### src/rtl/period_readout_scheduler_pkg.sv
// Shared types and constants for the period readout scheduler.
// Frame header layout: {HDR_MARK, overrun, 3'b000, pixel[2:0]}.
package fastreadout_pkg;

    localparam int   PIXELS_MAX = 8;
    localparam logic HDR_MARK   = 1'b1;

    typedef enum logic [1:0] {
        IDLE,
        HEADER,
        DATA
    } rdout_state_t;

    function automatic int bytes_for(input int bits);
        return (bits + 7) / 8;
    endfunction

endpackage

### src/rtl/period_readout_scheduler_if.sv
// Byte-stream valid/ready channel carrying the framed pixel readout.
interface period_readout_scheduler_if;

    logic [7:0] out_data;
    logic       out_valid;
    logic       out_ready;

    modport master (
        output out_data,
        output out_valid,
        input  out_ready
    );

    modport slave (
        input  out_data,
        input  out_valid,
        output out_ready
    );

endinterface

### src/rtl/period_readout_scheduler_rr_arbiter.sv
// Combinational round-robin arbiter: rotate requests by the pointer,
// pick the lowest set bit, then rotate the offset back to a pixel index.
module rr_arbiter #(
    parameter int N = 8,
    parameter int W = (N > 1) ? $clog2(N) : 1
) (
    input  logic [N-1:0] i_req,
    input  logic [W-1:0] i_ptr,
    output logic         o_gnt_valid,
    output logic [W-1:0] o_gnt_idx
);

    logic [N-1:0] w_rot;

    always_comb begin
        int s;
        int off;
        w_rot       = '0;
        off         = 0;
        s           = 0;
        o_gnt_valid = 1'b0;
        o_gnt_idx   = '0;

        for (int k = 0; k < N; k++) begin
            s = int'(i_ptr) + k;
            if (s >= N) s = s - N;
            w_rot[k] = i_req[W'(s)];
        end

        // Descending scan so the smallest offset from the pointer wins.
        for (int k = N - 1; k >= 0; k--) begin
            if (w_rot[k]) begin
                o_gnt_valid = 1'b1;
                off         = k;
            end
        end

        s = int'(i_ptr) + off;
        if (s >= N) s = s - N;
        o_gnt_idx = W'(s);
    end

endmodule

### src/rtl/period_readout_scheduler.sv
// Buffers per-pixel PERIOD captures and serialises them, one pixel at a time,
// as {header, MSB data byte .. LSB data byte} frames over a valid/ready channel.
module period_readout_scheduler
    import fastreadout_pkg::*;
#(
    parameter int PIXELS       = 8,
    parameter int COUNTER_BITS = 12
) (
    input  logic                           CLK,
    input  logic                           RST_N,
    input  logic                           enable,
    input  logic [PIXELS-1:0]              pulse,
    input  logic [PIXELS*COUNTER_BITS-1:0] period_bus,
    output logic                           busy,
    output logic [PIXELS-1:0]              pending,
    period_readout_scheduler_if.master     stream
);

    localparam int DATA_BYTES = bytes_for(COUNTER_BITS);
    localparam int IDX_W      = (PIXELS > 1) ? $clog2(PIXELS) : 1;
    localparam int BIDX_W     = (DATA_BYTES > 1) ? $clog2(DATA_BYTES) : 1;
    localparam int HDR_IDX_W  = $clog2(PIXELS_MAX);

    rdout_state_t            r_state;
    logic [COUNTER_BITS-1:0] r_buf [PIXELS];
    logic [PIXELS-1:0]       r_pending;
    logic [PIXELS-1:0]       r_ovr;
    logic [IDX_W-1:0]        r_ptr;
    logic [COUNTER_BITS-1:0] r_snap;
    logic [BIDX_W-1:0]       r_bidx;
    logic [7:0]              r_out_data;
    logic                    r_out_valid;
    logic                    r_busy;

    logic                    w_gnt_valid;
    logic [IDX_W-1:0]        w_gnt_idx;
    logic                    w_grant;
    logic [PIXELS-1:0]       w_hit;
    logic [IDX_W-1:0]        w_ptr_next;
    logic [7:0]              w_header;

    function automatic logic [7:0] byte_of(input logic [COUNTER_BITS-1:0] v,
                                           input logic [BIDX_W-1:0]       k);
        logic [8*DATA_BYTES-1:0] ext;
        ext = (8*DATA_BYTES)'(v);
        return ext[8*k +: 8];
    endfunction

    rr_arbiter #(
        .N (PIXELS),
        .W (IDX_W)
    ) u_arb (
        .i_req       (r_pending),
        .i_ptr       (r_ptr),
        .o_gnt_valid (w_gnt_valid),
        .o_gnt_idx   (w_gnt_idx)
    );

    assign w_grant    = (r_state == IDLE) && enable && w_gnt_valid;
    assign w_ptr_next = (w_gnt_idx == IDX_W'(PIXELS - 1)) ? '0 : w_gnt_idx + 1'b1;
    assign w_header   = {HDR_MARK, r_ovr[w_gnt_idx], 3'b000, HDR_IDX_W'(w_gnt_idx)};

    always_comb begin
        w_hit = '0;
        for (int i = 0; i < PIXELS; i++) begin
            w_hit[i] = w_grant && (w_gnt_idx == IDX_W'(i));
        end
    end

    always_ff @(posedge CLK or negedge RST_N) begin
        if (!RST_N) begin
            r_state     <= IDLE;
            r_pending   <= '0;
            r_ovr       <= '0;
            r_ptr       <= '0;
            r_snap      <= '0;
            r_bidx      <= '0;
            r_out_data  <= '0;
            r_out_valid <= 1'b0;
            r_busy      <= 1'b0;
            for (int i = 0; i < PIXELS; i++) begin
                r_buf[i] <= '0;
            end
        end else begin
            // Capture side: a grant and a pulse on the same pixel is a clean
            // hand-off (snapshot takes the old value), never an overrun.
            for (int i = 0; i < PIXELS; i++) begin
                if (w_hit[i]) begin
                    r_pending[i] <= 1'b0;
                    r_ovr[i]     <= 1'b0;
                end
                if (pulse[i]) begin
                    r_buf[i]     <= period_bus[i*COUNTER_BITS +: COUNTER_BITS];
                    r_pending[i] <= 1'b1;
                    if (r_pending[i] && !w_hit[i]) begin
                        r_ovr[i] <= 1'b1;
                    end
                end
            end

            // Stream side: out_valid is 1 throughout HEADER and DATA.
            case (r_state)
                IDLE: begin
                    if (w_grant) begin
                        r_snap      <= r_buf[w_gnt_idx];
                        r_ptr       <= w_ptr_next;
                        r_out_data  <= w_header;
                        r_out_valid <= 1'b1;
                        r_busy      <= 1'b1;
                        r_state     <= HEADER;
                    end
                end
                HEADER: begin
                    if (stream.out_ready) begin
                        r_out_data <= byte_of(r_snap, BIDX_W'(DATA_BYTES - 1));
                        r_bidx     <= BIDX_W'(DATA_BYTES - 1);
                        r_state    <= DATA;
                    end
                end
                DATA: begin
                    if (stream.out_ready) begin
                        if (r_bidx == '0) begin
                            r_out_data  <= '0;
                            r_out_valid <= 1'b0;
                            r_busy      <= 1'b0;
                            r_state     <= IDLE;
                        end else begin
                            r_out_data <= byte_of(r_snap, r_bidx - 1'b1);
                            r_bidx     <= r_bidx - 1'b1;
                        end
                    end
                end
                default: begin
                    r_out_valid <= 1'b0;
                    r_busy      <= 1'b0;
                    r_state     <= IDLE;
                end
            endcase
        end
    end

    assign stream.out_data  = r_out_data;
    assign stream.out_valid = r_out_valid;
    assign busy             = r_busy;
    assign pending          = r_pending;

    a_stall_stable : assert property (@(posedge CLK) disable iff (!RST_N)
        (r_out_valid && !stream.out_ready) |=> (r_out_valid && $stable(r_out_data)));

endmodule

### src/flat_wrapper.sv
// flat-port wrapper written by rule: the top's interface ports become plain ports
module period_readout_scheduler_flat import fastreadout_pkg::*;
#(
    parameter int PIXELS       = 8,
    parameter int COUNTER_BITS = 12
)
  (CLK, RST_N, enable, pulse, period_bus, busy, pending, stream_out_data, stream_out_valid, stream_out_ready);
  period_readout_scheduler_if stream_i ();
  input  logic CLK;
  input  logic RST_N;
  input  logic enable;
  input  logic [PIXELS-1:0] pulse;
  input  logic [PIXELS*COUNTER_BITS-1:0] period_bus;
  output logic busy;
  output logic [PIXELS-1:0] pending;
  output wire logic [$bits(stream_i.out_data)-1:0] stream_out_data;
  output wire logic [$bits(stream_i.out_valid)-1:0] stream_out_valid;
  input wire logic [$bits(stream_i.out_ready)-1:0] stream_out_ready;
  assign stream_out_data = stream_i.out_data;
  assign stream_out_valid = stream_i.out_valid;
  assign stream_i.out_ready = stream_out_ready;
  period_readout_scheduler #(.PIXELS(PIXELS), .COUNTER_BITS(COUNTER_BITS)) u_core (.CLK(CLK), .RST_N(RST_N), .enable(enable), .pulse(pulse), .period_bus(period_bus), .busy(busy), .pending(pending), .stream(stream_i));
endmodule
### config.mk
export PLATFORM = sky130hd
export DESIGN_NAME = period_readout_scheduler_flat
export DESIGN_NICKNAME = d
export VERILOG_FILES = /design/src/rtl/period_readout_scheduler_pkg.sv /design/src/rtl/period_readout_scheduler_if.sv /design/src/rtl/period_readout_scheduler_rr_arbiter.sv /design/src/rtl/period_readout_scheduler.sv /design/src/flat_wrapper.sv
export SDC_FILE = /design/constraint.sdc
export NUM_CORES = 1
export LEC_CHECK = 0
export ABC_AREA = 1
export BUFFER_PORTS_ARGS = -buffer_cell sky130_fd_sc_hd__clkbuf_2
export CORE_UTILIZATION = 51
export DETAILED_ROUTE_END_ITERATION = 8
export PLACE_DENSITY = 0.77
export SYNTH_ARGS = -nofsm -noshare
export SYNTH_HDL_FRONTEND = slang
export SYNTH_HIERARCHICAL = 1
export SYNTH_SLANG_ARGS = --single-unit
### constraint.sdc
create_clock -name CLK -period 3.3 [get_ports CLK]
set_input_delay 0.66 -clock CLK [delete_from_list [all_inputs] [get_ports CLK]]
set_output_delay 0.66 -clock CLK [all_outputs]
set_load 0.005 [all_outputs]
==> results of run 1 <==
==> flip-flops by register name, indices dropped and copies added (netlist names) <==
register                flops
u_core/r_snap              12
u_core/r_ptr                3
u_core/pending              8
u_core/r_bidx               1
u_core/r_state              2
u_core/r_buf               96
u_core/r_ovr                8
u_core/busy                 1
u_core/stream.out_data      8
==> power groups by stage <==
stage | Combinational [W] | Clock, W | Sequential [W]
2_1_floorplan | 0.00329 | 0 | 0.00220
3_3_place_gp | 0.00447 | 0 | 0.00225
3_5_place_dp | 0.00451 | 0 | 0.00225
4_1_cts | 0.00462 | 0.00187 | 0.00223
5_1_grt | 0.00558 | 0.00194 | 0.00228
6_report | 0.00506 | 0.00185 | 0.00225
==> final timing paths <==
path	end	cells past startpoint	slack (ns)	startpoint
max in group asynchronous	u_core/r_buf[50]$_DFFE_PN0P_	2	2.06	RST_N
hold / removal	u_core/busy$_DFFE_PN0P_	1	0.39	RST_N
setup / recovery	u_core/r_snap[5]$_DFFE_PN0P_	23	0.12	u_core/r_ptr[0]$_DFFE_PN0P_
min in group CLK	u_core/r_buf[3]$_DFFE_PN0P_	3	0.44	period_bus[87]
hold reg to reg	u_core/r_buf[46]$_DFFE_PN0P_	2	0.47	u_core/r_buf[46]$_DFFE_PN0P_
setup reg to reg	u_core/r_snap[5]$_DFFE_PN0P_	23	0.12	u_core/r_ptr[0]$_DFFE_PN0P_
==> metrics by stage <==
step | hold WS (ns) | cells | total power, W
6_report | 0.3885 | 1204 | 0.009160
5_1_grt | 0.4403 | 1204 | 0.009803
4_1_cts | 0.4312 | 1200 | 0.008715
3_5_place_dp | 0.4540 | 1168 | 0.006764
3_3_place_gp | 0.4500 | 1168 | 0.006717
2_1_floorplan | 0.3644 | 891 | 0.005490
==> area by class of cell <==
type                    instances  area share, %
clock inverters                 7          1.051
flip-flops and latches        139          41.16
inverters                      66          3.108
multi-input cells             645          36.56
clock buffers                  25          5.743
repair buffers                146          9.769
well taps                     176          2.605
==> repair_timing <==
item                       in CTS  in global routing
buffers inserted                0                  4
setup endpoints to repair      22                 34
pin swaps                       1                  8
gates resized for setup         3                 64
==> cell usage in the layout (no fill, tap or decap), types with 3 or more instances in the layout <==
master     count
clkbuf_16     17
clkinv_2       4
dfrtp_1      138
o21ai_1       37
nand3_1       48
inv_2          6
buf_4         16
nand3_2       14
clkbuf_2     124
nand2_2       14
nor2_4         3
ha_1          10
clkbuf_1       5
nor2_1        21
clkbuf_8       3
nand2_1      380
o21ai_0       58
inv_4          4
inv_1         55
a21oi_1       26
buf_6          4
o21ai_2        7
o22ai_1        3
==> critical path: stages (launching register included) <==
cell and delay (ns):
dfrtp_1 0.43, buf_6 0.16, buf_4 0.15, nand2_2 0.08
nand3_2 0.08, nand2_2 0.09, nand2_2 0.07, nand2_1 0.06
nand2_1 0.04, nand2_1 0.05, nand2_1 0.05, nand2_1 0.07
nand2_2 0.05, a21oi_2 0.13, ha_2 0.17, inv_1 0.04
fa_2 0.52, inv_2 0.07, buf_12 0.16, a21oi_1 0.16
o21ai_1 0.10, o21ai_0 0.14, nand2_1 0.14, nand3_1 0.09
==> per-layer routing <==
layer,vias to the layer above,share of wire [%],global-route usage (%)
li1,3078,-,-
met1,3032,44,35.72
met2,218,49,42.61
met3,39,4.6,4.603
met4,0,2.7,11.54
met5,-,0,0
==> cells by family after synthesis <==
group / after synthesis
AO/OA/AOI/OAI: 142
XOR/XNOR: 3
adder cells (fa/ha/maj): 15
buffers and inverters: 107
flip-flops: 139
AND/OR/NAND/NOR: 485
==> metrics.cfg, run 1 <==
[run_status]
status=finished, final reports clean

[pwr]
seqPwrFrac_pct=24.6
p_leak_nw=4.449
ir_worst_vdd_uv=682.1
p_switching_w=0.004226
swShare_pct=46.13
pwr-share-clk_pct=20.2
p_int_w=0.004934
combPwrFrac_pct=55.2
p_per_area_mw_per_mm2=1084

[synthesis]
synthSimpleGateAreaFrac_pct=28.21
synth_cell_types=35
synth_top_family_by_area=simple AND/OR/NAND/NOR gates
ys_seq_area_share_pct=50.69
syn_inst=891
synth_edf_count=0
ys_top_cells_by_count=nand2_1, dfrtp_1, o21ai_0
synthAdderAreaFrac_pct=2.845
synth_area_leaders=dfrtp_1, nand2_1, o21ai_0, nand3_1, inv_1
synth_area_mm2=0.006862
yosys_register_bits=139
synth_compound_area_share_pct=10.85
yosys_warnings=6
synth_most_common_cell=nand2_1
synth-xor-area-share_pct=0.4923
yosysTopAreaCell=dfrtp_1
avgSynthCellArea_um2=7.701
synth_flop_cell=dfrtp_1
syn_nets=1014
muxShareOfSynthArea_pct=0
synth.top_cell.area_share_pct=50.69
async_flop_share_pct=100.0

[grt]
grt_usage_pct=26.64
grt_pass1_vias=5973
overflow=0
grt_pass1_wl_mm=28.93
antenna_found_initial=0
grt_max_degree=122

[floorplanning]
die_x_um=118.0
io_pins=126
start_util_pct=52.02
die-area_mm2=0.01392
num_rows=42
core_area_mm2=0.01319
die-height_um=118.0

[timing]
tns_ns=0
max_slew_margin_pct=27.44
tightest_slew_ns=1.088
rsz0062_at_grt=yes
fin_crit_sh_pct=96.34
skew_ns=0.006455
fmax_ghz=0.3145
setup_viol=0
fin_crit_ns=3.179
drv_slew=0
post-route-worst-setup-slack_ns=0.1208
hold_viol=0

[flow_run]
drv_cap=0

[layout]
area_growth_pct=23.19
n_fill_cell=1119
drive_above_1_share_pct=22.76
seq_area_mm2=0.003480
final_core_util_pct=64.09
stdcell_area_mm2=0.008453
nNetsFinal=1138
multi_input_area_mm2=0.003090
n_antenna_cell=0

[setup_path]
cp_max_fo=26
cp.required_ns=3.65
endpoint_kind=register
criticalPathCategory=reg -> reg
cp.arrival_ns=3.53
cp-start-kind=register

[clocking]
clkLatencyLatePin_ns=0.42
clockRootBuffer=clkbuf_16
clk_pin_slew_worst_paths_ns=0.05
cts_made_buffers=17
hold_buffers=0
max-clock-path-buffers=2
cts_tree=built
cts_num_sinks=139
cts_max_level=4

[placement]
dp_hpwl_mm=12.49
gp_congestion=0.8896
port_buffers=125
preCtsSetupSlack_ns=-0.03205
placed_area_mm2=0.007647

[routing]
vias=6367
routed_wl_mm=18.01
drc=0
drt_iter0_markers=543
wl_per_cell_um=14.96
ant_nets=0
first_pass_iters=5
viasPerCell=5.288

[worst_hold_path]
worstHoldPathType=in -> async

No activity file was read; power rests on OpenSTA's default activity.
==> run 2: changes to the inputs <==
--- a/config.mk
+++ b/config.mk
@@ -10,6 +10,7 @@
 export CORE_UTILIZATION = 51
 export DETAILED_ROUTE_END_ITERATION = 8
 export PLACE_DENSITY = 0.77
+export RECOVER_POWER = 50
 export SYNTH_ARGS = -nofsm -noshare
 export SYNTH_HDL_FRONTEND = slang
 export SYNTH_HIERARCHICAL = 1
==> metrics.cfg, run 2 (synthesis gave the netlist of run 1 again) <==
[grt]
overflow=0  ; unchanged
grt_pass1_wl_mm=28.93  ; unchanged
grt_pass1_vias=5973  ; unchanged
antenna_found_initial=0  ; unchanged
grt_usage_pct=26.64  ; unchanged
grt_max_degree=122  ; unchanged

[timing]
setup_viol=0  ; unchanged
post-route-worst-setup-slack_ns=0.1125  ; -0.008250 ns
skew_ns=0.005614  ; -0.0008409 ns
rsz0062_at_grt=yes
hold_viol=0  ; unchanged
drv_slew=122  ; +122
whs_ns=0.4417  ; +0.05329 ns
fin_crit_ns=3.187  ; +0.008250 ns
max_slew_margin_pct=-8.061  ; -35 points
fmax_ghz=0.3137  ; -0.26%
fin_crit_sh_pct=96.59  ; +0.25 points
tightest_slew_ns=1.621  ; +0.5325 ns

[setup_path]
reg2reg_depth=23  ; unchanged
rr_startpoint=u_core/r_ptr[0]$_DFFE_PN0P_
cp.arrival_ns=3.54  ; about the same
reg2reg_to=u_core/r_snap[5]$_DFFE_PN0P_
cp_max_fo=26  ; unchanged
rrSetupSlack_ns=0.11  ; about the same
cp.required_ns=3.65  ; about the same
criticalPathCategory=reg -> reg
cp-start-kind=register
endpoint_kind=register

[placement]
port_buffers=125  ; unchanged
gp_congestion=0.8896  ; unchanged
placed_area_mm2=0.007647  ; unchanged
placed_cells=1168  ; unchanged
preCtsSetupSlack_ns=-0.03205  ; unchanged
dp_hpwl_mm=12.49  ; unchanged

[layout]
area_growth_pct=22.99
nNetsFinal=1138  ; unchanged
n_antenna_cell=0  ; unchanged
final_common_cell=nand2_1
fin_cells=1204  ; unchanged
stdcell_area_mm2=0.008439  ; -0.16%
top_regs=u_core/r_buf: 96 flops, u_core/r_snap: 12 flops
largest-register=u_core/r_buf
final_cell_mix=nand2_1, dfrtp_1, clkbuf_2
final_core_util_pct=63.98  ; -0.10 points
largest_register_ffs=96  ; unchanged
drive_above_1_share_pct=21.98  ; -0.78 points

[clocking]
cts_made_buffers=17  ; unchanged
hold_buffers=0  ; unchanged
cts_tree=built
max-clock-path-buffers=2  ; unchanged
clockRootBuffer=clkbuf_16
cts_max_level=4  ; unchanged
clkLatencyLatePin_ns=0.42  ; about the same
cts_num_sinks=139  ; unchanged
clk_pin_slew_worst_paths_ns=0.06  ; about the same

[routing]
viasPerCell=5.303  ; +0.28%
drt_iter0_markers=496  ; -8.7%
first_pass_iters=6  ; +1
vias=6385  ; +0.28%
wl_per_cell_um=14.93  ; -0.19%
drc=0  ; unchanged
ant_nets=0  ; unchanged
routed_wl_mm=17.97  ; -0.19%

[flow_run]
drv_cap=1  ; +1

[worst_hold_path]
worstHoldPathType=in -> reg
min_from=period_bus[93]
whs_endpoint=u_core/r_buf[9]$_DFFE_PN0P_
hold_depth=3

[floorplanning]
die-height_um=118.0  ; unchanged
die_x_um=118.0  ; unchanged
io_pins=126  ; unchanged
die-area_mm2=0.01392  ; unchanged
num_rows=42  ; unchanged
start_util_pct=52.02  ; unchanged
core_area_mm2=0.01319  ; unchanged

[pwr]
ir_worst_vdd_uv=677.3  ; -0.70%
p_per_area_mw_per_mm2=1084  ; about the same
p_leak_nw=4.424  ; -0.57%

[run_status]
violations=capacitance limit, slew limit
status=finished, violations left

-- run 2: changes by cell type in the layout (fill, tap and decap cells not counted), sizes merged --
cell,change
buf,-1
clkbuf,+1
-- run 2: what timing repair did --
item / in CTS / in global routing
pin swaps: 1 / 8
setup buffers: 0 / 4
endpoints found under the hold margin: 0 / 0
setup endpoints to repair: 22 / 34
resized for setup: 3 / 64
-- run 2: worst max-delay path, cell delays in order (launching register included) --
cell and delay [ns]:
dfrtp_1 0.43, buf_6 0.16, buf_4 0.15, nand2_2 0.08, nand3_2 0.08, nand2_2 0.09, nand2_2 0.07, nand2_1 0.06
nand2_1 0.04, nand2_1 0.05, nand2_1 0.05, nand2_1 0.07, nand2_2 0.05, a21oi_2 0.13, ha_2 0.17, inv_1 0.04
fa_2 0.52, inv_2 0.07, buf_12 0.16, a21oi_1 0.17, o21ai_1 0.10, o21ai_0 0.14, nand2_1 0.14, nand3_1 0.09
-- run 2: area by class of cell --
cell class / count / area [um^2]
clock buffer: 25 / 485.5
clock inverter: 7 / 88.84
fill: 1124 / 4751
inverter: 66 / 262.8
multi-input combinational: 645 / 3090
sequential: 139 / 3480
tap: 176 / 220.2
timing repair buffer: 146 / 812.0
-- run 2: where the power goes --
| group | switching, W | internal, W |
|---|---|---|
| clock | 0.000683 | 0.00117 |
| combinational | 0.00330 | 0.00174 |
| sequential | 0.000232 | 0.00202 |
-- run 2: how the worst max path moves through the flow --
stage,start,end,depth (start not counted)
finish,u_core/r_ptr[0]$_DFFE_PN0P_,u_core/r_snap[5]$_DFFE_PN0P_,23
global route,u_core/r_ptr[0]$_DFFE_PN0P_,u_core/r_snap[5]$_DFFE_PN0P_,25
CTS,u_core/r_ptr[0]$_DFFE_PN0P_,u_core/r_ovr[7]$_DFF_PN0_,22
detailed placement,u_core/r_ptr[0]$_DFFE_PN0P_,u_core/r_snap[2]$_DFFE_PN0P_,24
global placement,u_core/r_ptr[0]$_DFFE_PN0P_,u_core/r_snap[2]$_DFFE_PN0P_,23
floorplan,u_core/r_ptr[1]$_DFFE_PN0P_,u_core/r_snap[5]$_DFFE_PN0P_,24
-- run 2: routing by layer --
metal	wire length [um]	GRT usage [%]	vias up	share of wire, %
met3	1076	4.603	45	6.0
met5	0	0	-	0
met4	502	11.54	0	2.8
met2	8640	42.61	263	48
li1	-	-	3077	-
met1	7753	35.72	3000	43
-- run 2: metrics by stage --
step / power (W) / setup TNS (ns)
final: 0.009151 / 0
after global routing: 0.009802 / -0.6763
after CTS: 0.008715 / 0
after detailed placement: 0.006764 / -0.3347
after global placement: 0.006717 / 0
after floorplan: 0.005490 / 0
